File: src/rtl/obstacle_field_control.sv
// Multi-slot falling obstacle field: LFSR spawn X, timed spawns, speed ramp.
// Define OBS_DRIFT_EN to add a bouncing 1 px/tick horizontal drift.
module obstacle_field_control #(
  parameter int          NUM_OBS           = 4,
  parameter int          OBS_WIDTH         = 30,
  parameter int          OBS_HEIGHT        = 30,
  parameter int          SCREEN_W          = 640,
  parameter int          SCREEN_H          = 480,
  parameter int          BASE_SPEED        = 4,
  parameter int          MAX_SPEED         = 16,
  parameter int          SPEED_STEP_PASSES = 8,
  parameter int          SPAWN_GAP         = 20,
  parameter logic [15:0] LFSR_SEED         = 16'hACE1
) (
  input  logic                 clk,
  input  logic                 rst,
  input  logic                 game_en,
  input  logic                 clear,
  output logic [10*NUM_OBS-1:0] obs_x_pos,
  output logic [10*NUM_OBS-1:0] obs_y_pos,
  output logic [NUM_OBS-1:0]   obs_active,
  output logic [9:0]           obs_width,
  output logic [9:0]           obs_height,
  output logic [9:0]           cur_speed,
  output logic                 pass_pulse,
  output logic [15:0]          pass_count
);

  typedef enum logic {
    IDLE = 1'b0,
    FALL = 1'b1
  } state_e;

  localparam int CW = $clog2(SPAWN_GAP) + 1;

  localparam logic [9:0]    X_MAX    = 10'(SCREEN_W - OBS_WIDTH);
  localparam logic [10:0]   Y_LIM    = 11'(SCREEN_H - OBS_HEIGHT);
  localparam logic [CW-1:0] GAP_LAST = CW'(SPAWN_GAP - 1);
  localparam logic [9:0]    SPD_BASE = 10'(BASE_SPEED);
  localparam logic [9:0]    SPD_MAX  = 10'(MAX_SPEED);
  localparam logic [15:0]   STEP_N   = 16'(SPEED_STEP_PASSES);

  state_e        st [NUM_OBS];
  logic [9:0]    x  [NUM_OBS];
  logic [9:0]    y  [NUM_OBS];
`ifdef OBS_DRIFT_EN
  logic          dir [NUM_OBS];
`endif

  logic [CW-1:0] spawn_cnt;
  logic [15:0]   step_cnt;
  logic [15:0]   lfsr;

  logic [10:0]        nxt_y [NUM_OBS];
  logic [NUM_OBS-1:0] passing;
  logic [NUM_OBS-1:0] spawn_sel;
  logic [3:0]         npass;
  logic               spawn_go;
  logic               lfsr_fb;
  logic [9:0]         raw_x;
  logic [9:0]         spawn_x;
  logic [16:0]        cnt_sum;
  logic [15:0]        step_sum;

  always_comb begin
    passing   = '0;
    npass     = '0;
    spawn_sel = '0;
    for (int i = 0; i < NUM_OBS; i++) begin
      nxt_y[i] = {1'b0, y[i]} + {1'b0, cur_speed};
      if (st[i] == FALL && nxt_y[i] > Y_LIM) begin
        passing[i] = 1'b1;
        npass      = npass + 4'd1;
      end
    end
    // Reverse scan so the lowest-index idle slot is the one left selected
    for (int i = NUM_OBS - 1; i >= 0; i--) begin
      if (st[i] == IDLE) begin
        spawn_sel    = '0;
        spawn_sel[i] = 1'b1;
      end
    end
  end

  assign spawn_go = (spawn_cnt == GAP_LAST) && (|spawn_sel);
  assign lfsr_fb  = lfsr[15] ^ lfsr[13] ^ lfsr[12] ^ lfsr[10];
  assign raw_x    = lfsr[9:0];
  assign spawn_x  = (raw_x > X_MAX) ? raw_x - X_MAX - 10'd1 : raw_x;
  assign cnt_sum  = {1'b0, pass_count} + {13'd0, npass};
  assign step_sum = step_cnt + {12'd0, npass};

  always_ff @(posedge clk or posedge rst) begin
    if (rst) begin
      for (int i = 0; i < NUM_OBS; i++) begin
        st[i] <= IDLE;
        x[i]  <= '0;
        y[i]  <= '0;
`ifdef OBS_DRIFT_EN
        dir[i] <= 1'b0;
`endif
      end
      spawn_cnt  <= '0;
      step_cnt   <= '0;
      lfsr       <= LFSR_SEED;
      cur_speed  <= SPD_BASE;
      pass_count <= '0;
      pass_pulse <= 1'b0;
    end else if (clear) begin
      // Restart the field but keep the LFSR so the next game differs
      for (int i = 0; i < NUM_OBS; i++) begin
        st[i] <= IDLE;
        x[i]  <= '0;
        y[i]  <= '0;
`ifdef OBS_DRIFT_EN
        dir[i] <= 1'b0;
`endif
      end
      spawn_cnt  <= '0;
      step_cnt   <= '0;
      cur_speed  <= SPD_BASE;
      pass_count <= '0;
      pass_pulse <= 1'b0;
    end else begin
      pass_pulse <= 1'b0;
      if (game_en) begin
        lfsr       <= {lfsr[14:0], lfsr_fb};
        pass_pulse <= |passing;
        pass_count <= cnt_sum[16] ? 16'hFFFF : cnt_sum[15:0];

        if (step_sum >= STEP_N) begin
          step_cnt <= step_sum - STEP_N;
          if (cur_speed < SPD_MAX)
            cur_speed <= cur_speed + 10'd1;
        end else begin
          step_cnt <= step_sum;
        end

        if (spawn_cnt != GAP_LAST)
          spawn_cnt <= spawn_cnt + CW'(1);
        else if (spawn_go)
          spawn_cnt <= '0;

        for (int i = 0; i < NUM_OBS; i++) begin
          unique case (st[i])
            IDLE: begin
              if (spawn_go && spawn_sel[i]) begin
                st[i] <= FALL;
                y[i]  <= '0;
                x[i]  <= spawn_x;
`ifdef OBS_DRIFT_EN
                dir[i] <= lfsr[10];
`endif
              end
            end
            FALL: begin
              if (passing[i]) begin
                st[i] <= IDLE;
                y[i]  <= '0;
              end else begin
                y[i] <= nxt_y[i][9:0];
`ifdef OBS_DRIFT_EN
                if (dir[i]) begin
                  if (x[i] == X_MAX)
                    dir[i] <= 1'b0;
                  else
                    x[i] <= x[i] + 10'd1;
                end else begin
                  if (x[i] == 10'd0)
                    dir[i] <= 1'b1;
                  else
                    x[i] <= x[i] - 10'd1;
                end
`endif
              end
            end
          endcase
        end
      end
    end
  end

  always_comb begin
    obs_x_pos  = '0;
    obs_y_pos  = '0;
    obs_active = '0;
    for (int i = 0; i < NUM_OBS; i++) begin
      obs_x_pos[10*i +: 10] = x[i];
      obs_y_pos[10*i +: 10] = y[i];
      obs_active[i]         = (st[i] == FALL);
    end
  end

  assign obs_width  = 10'(OBS_WIDTH);
  assign obs_height = 10'(OBS_HEIGHT);

endmodule

File: config.mk
export PLATFORM = sky130hd
export DESIGN_NAME = obstacle_field_control
export DESIGN_NICKNAME = d
export VERILOG_FILES = /design/src/rtl/obstacle_field_control.sv
export SDC_FILE = /design/constraint.sdc
export NUM_CORES = 1
export LEC_CHECK = 0
export BUFFER_PORTS_ARGS = -buffer_cell sky130_fd_sc_hd__clkbuf_2
export CAP_MARGIN = 20
export CORE_ASPECT_RATIO = 0.75
export CORE_MARGIN = 4
export CORE_UTILIZATION = 50
export CTS_CLUSTER_SIZE = 28
export DETAILED_ROUTE_END_ITERATION = 10
export PLACE_DENSITY = 0.74
export SYNTH_ARGS = -nofsm -noshare
export SYNTH_HDL_FRONTEND = slang
export SYNTH_SLANG_ARGS = --single-unit
File: constraint.sdc
create_clock -name clk -period 6.1 [get_ports clk]
set_input_delay 0.915 -clock clk [delete_from_list [all_inputs] [get_ports clk]]
set_output_delay 0.915 -clock clk [all_outputs]
set_load 0.05 [all_outputs]
==> summary.md <==
The TritonCTS sink count was 149; the global-route met1 utilization was 0.362. The placeable core region was 18800 sq um. The standard-cell row count is 43. The register bit total from synthesis was 149. During synthesis, Yosys emitted a total of 0 warnings.

The sequential group share of total power was 0.384; the required time of the worst setup path was 6.41 ns. For the total track usage, the log shows 0.240. The logs give 6.44 ns for the data arrival at the endpoint of the critical path and 815 for the number of DRC markers after the initial detailed-route iteration.

Compared with the post-synthesis result, the final layout area differs by 21.9%. Of all nets on the critical path, the largest fanout is 4. The logs give 1.15 mW for the switching power and 0 for the residual DRC count.

By instance count, the cell type seen most on the critical path is sky130_fd_sc_hd__ha_4. The average instance in the mapped netlist occupies 9.27 sq um. Clock-pin slew was measured on the worst setup and hold paths at 0.07 ns.

The largest buffer count on any clock path was 2; the overall die height was 129 microns. Critical path start-end classification: flip-flop to flip-flop. The largest net degree at the start of global routing is 112.

The worst register-to-register path begins at cur_speed[0]. Synthesis handed over a netlist of 1047 instances. The run gives 3.21 mW as the overall power consumption. Internal power comes to 2.07 mW.

The share of the clock period used by the worst path after layout is 1.00, and the number of antenna violations at the first check in global routing is 0. Worst setup path startpoint: cur_speed[0]. 135 I/O pins were placed.

In the final layout, flip-flops and latches occupy 3750 sq um. For the full die area, the log shows 21700 sq um. The tool flagged a number of max-cap violations equal to 0. For this design the ratio of total power to cell area is 272 nW/um^2.

TritonCTS built the clock tree. The worst hold path belongs to the class input port to async pin. Clock latency on the worst-skew pair, taken at its later pin, is 0.43 ns. The switching power share of the total is 0.357, and the final number of setup-violating endpoints is 1.

Dividing the detail-routed wire length by the instance count gives 18.2 microns. The detailed-placement wirelength estimate is 18.5 mm. After routing the design area is 11800 sq um.

The delay of the slowest cell on the worst path came out at 0.52 ns. The run finished, with violations left. The logs give 4 for the total number of H-tree levels and 0.0116 ns for the worst setup skew after layout.

The run gives 0.630 as the post-route core utilization. The logs give 0.0556 for the global routing usage on met3 and 17 for the CTS buffer count. The library cell used most frequently in the layout, excluding fill and tap cells, is sky130_fd_sc_hd__dfrtp_1. For the wire length of the first global-routing pass, the log shows 42.3 mm.

The number of nets at the end of the flow came out at 1271. The root cell of the clock tree is sky130_fd_sc_hd__clkbuf_16. For the pin with the worst max-slew slack, the measured transition is 0.991 ns. The total grt overflow is 0. For the starting utilization of the core area, the log shows 0.517. The final reports fail on negative setup slack. For the finished layout, the period the worst path requires is 6.12 ns. In the routed layout, each cell is associated on average with a via count of 5.88. The peak supply drop was 0.000179 V; the final antenna-violating net count was 0.

The sequential cell area fraction in the yosys report is 0.385. The slowest stage of the critical path is the sky130_fd_sc_hd__or4_4 cell. The tools report the cell leakage power as 5.65 nW. The clock share of power was 0.330; the setup slack of the critical path after layout was -0.0222 ns. The count of final max-slew check failures is 0, and the placement-stage cell area is 10800 sq um. In this run the cell area of the synthesized design comes to 9700 sq um.

Setup repair after global routing could not meet its margin everywhere. The logs give 0 for the final hold violation count and 1567 for the number of filler cells placed in the layout. The layer flagged by global routing as most heavily used is met1.

From left edge to right edge, the die measures 169 microns. The async set or reset register ratio after synthesis is 1.00. The met2 demand-to-capacity share in global routing was 0.350; the count of cell types in the netlist was 79. The count of buffers inserted at the top-level ports was 114. The routed wire length came out at 26.7 mm.

The tools report the type of element capturing the critical path as a flip-flop. The number of enable flip-flop cells after synthesis works out to 0. STA classifies the critical path startpoint as a flip-flop. The logs give 0 for the number of diodes added for antenna fixing and 8610 for the vias after detailed routing.

The fmax is 163 MHz. The run gives 0.286 as the combinational group share of total power. The logs give 0.339 for the remaining max-slew budget at the tightest pin and 5940 sq um for the area of combinational cells with multiple inputs. In the layout the commonest cells are sky130_fd_sc_hd__dfrtp_1, sky130_fd_sc_hd__clkbuf_2, sky130_fd_sc_hd__nor2_1, sky130_fd_sc_hd__nand2_1, sky130_fd_sc_hd__buf_4.

The first detailed-routing pass ran for 5 iterations. The number of global-route vias before repair is 7981. The most frequently used flop master after synthesis is sky130_fd_sc_hd__dfrtp_1. Number of buffers inserted for hold repair after clock tree synthesis: 0.

The share of cells above drive strength 1 is 0.273, and the final estimated routing congestion in global placement is 0.944.
==> timing repair <==
action                     in CTS  in global routing
pin swaps                       2                 26
resized for setup              14                 56
buffers inserted                0                 14
setup endpoints to repair       7                 18
==> cell usage after synthesis (14+ instances only) <==
cell type	count	area, sq um
sky130_fd_sc_hd__and3_1	24	150
sky130_fd_sc_hd__nand3_1	20	100
sky130_fd_sc_hd__a21o_1	23	173
sky130_fd_sc_hd__nor2_1	99	372
sky130_fd_sc_hd__clkbuf_1	31	116
sky130_fd_sc_hd__nor3_1	25	125
sky130_fd_sc_hd__a211oi_1	28	210
sky130_fd_sc_hd__xnor2_1	36	315
sky130_fd_sc_hd__buf_4	20	150
sky130_fd_sc_hd__nand2_1	91	342
sky130_fd_sc_hd__mux2i_1	14	140
sky130_fd_sc_hd__mux2_2	29	327
sky130_fd_sc_hd__a21oi_1	52	260
sky130_fd_sc_hd__o21ai_0	65	325
sky130_fd_sc_hd__dfrtp_1	140	3500
sky130_fd_sc_hd__a22o_1	20	175
sky130_fd_sc_hd__o21a_1	15	113
sky130_fd_sc_hd__inv_1	34	128
sky130_fd_sc_hd__ha_1	56	701
sky130_fd_sc_hd__nor2b_1	22	138
==> layer usage <==
layer	wire, microns	share of wire	vias up
li1	-	-	4111
met1	12900	0.48	4171
met2	11500	0.43	296
met3	1930	0.072	32
met4	405	0.015	0
met5	0	0	-
==> area by class of cell <==
cell class / instances / share of cell area
Multi-Input combinational cell: 820 / 0.502
Sequential cell: 149 / 0.317
Timing Repair Buffer: 183 / 0.0941
Clock buffer: 21 / 0.0398
Tap cell: 247 / 0.0261
Inverter: 34 / 0.0112
Clock inverter: 11 / 0.00984
==> state kept, by name (all words and copies together), names as in the netlist <==
name / flops
cur_speed: 10
lfsr: 16
obs_active: 4
obs_x_pos: 40
obs_y_pos: 40
pass_count: 16
pass_pulse: 1
spawn_cnt: 6
step_cnt: 16
==> cell families (layout without fill, tap and decap cells) <==
logic type      Yosys count  in the layout  synth area share
flops                   149            149             0.385
mux                      45             45            0.0516
fa+ha+maj                62             62            0.0846
other cells               2             22          0.000774
xor+xnor                 44             44            0.0411
simple gates            352            352             0.176
buf+inv                  98            249            0.0472
compound gates          295            295             0.213
==> final timing paths <==
check / endpoint / slack [ns] / depth (start not counted)
setup / recovery: step_cnt[14] / -0.02 / 25
hold / removal: obs_x_pos[4] / 0.47 / 2
setup reg to reg: step_cnt[14] / -0.02 / 25
hold reg to reg: spawn_cnt[5] / 0.49 / 1
max in group asynchronous: lfsr[6] / 4.79 / 3
min in group clk: spawn_cnt[5] / 0.49 / 1
==> worst max-delay path: cells and delay by family, from the launching register on <==
family / cells / cell delay, ns
compound gates: 10 / 1.78
mux: 1 / 0.32
flops: 1 / 0.46
xor+xnor: 1 / 0.13
fa+ha+maj: 5 / 1.38
buf+inv: 1 / 0.04
simple gates: 7 / 1.88
==> power by group through the flow <==
stage / Combinational [mW] / Clock [mW] / Sequential (mW)
6_report: 0.919 / 1.06 / 1.23
5_1_grt: 0.992 / 1.12 / 1.25
4_1_cts: 0.834 / 1.07 / 1.23
3_5_place_dp: 0.825 / 0 / 1.25
3_3_place_gp: 0.810 / 0 / 1.24
2_1_floorplan: 0.523 / 0 / 1.32
==> stage by stage <==
stage | TNS [ns] | worst slack (ns) | std cells | hold slack (ns)
2_1_floorplan | 0 | 0.0396 | 1067 | 0.446
3_3_place_gp | -0.0349 | -0.0349 | 1417 | 0.477
3_5_place_dp | -0.658 | -0.181 | 1418 | 0.488
4_1_cts | 0 | 0.00384 | 1450 | 0.496
5_1_grt | -1.01 | -0.276 | 1465 | 0.485
6_report | -0.0222 | -0.0222 | 1465 | 0.469
Power figures use the tool's default switching activity.
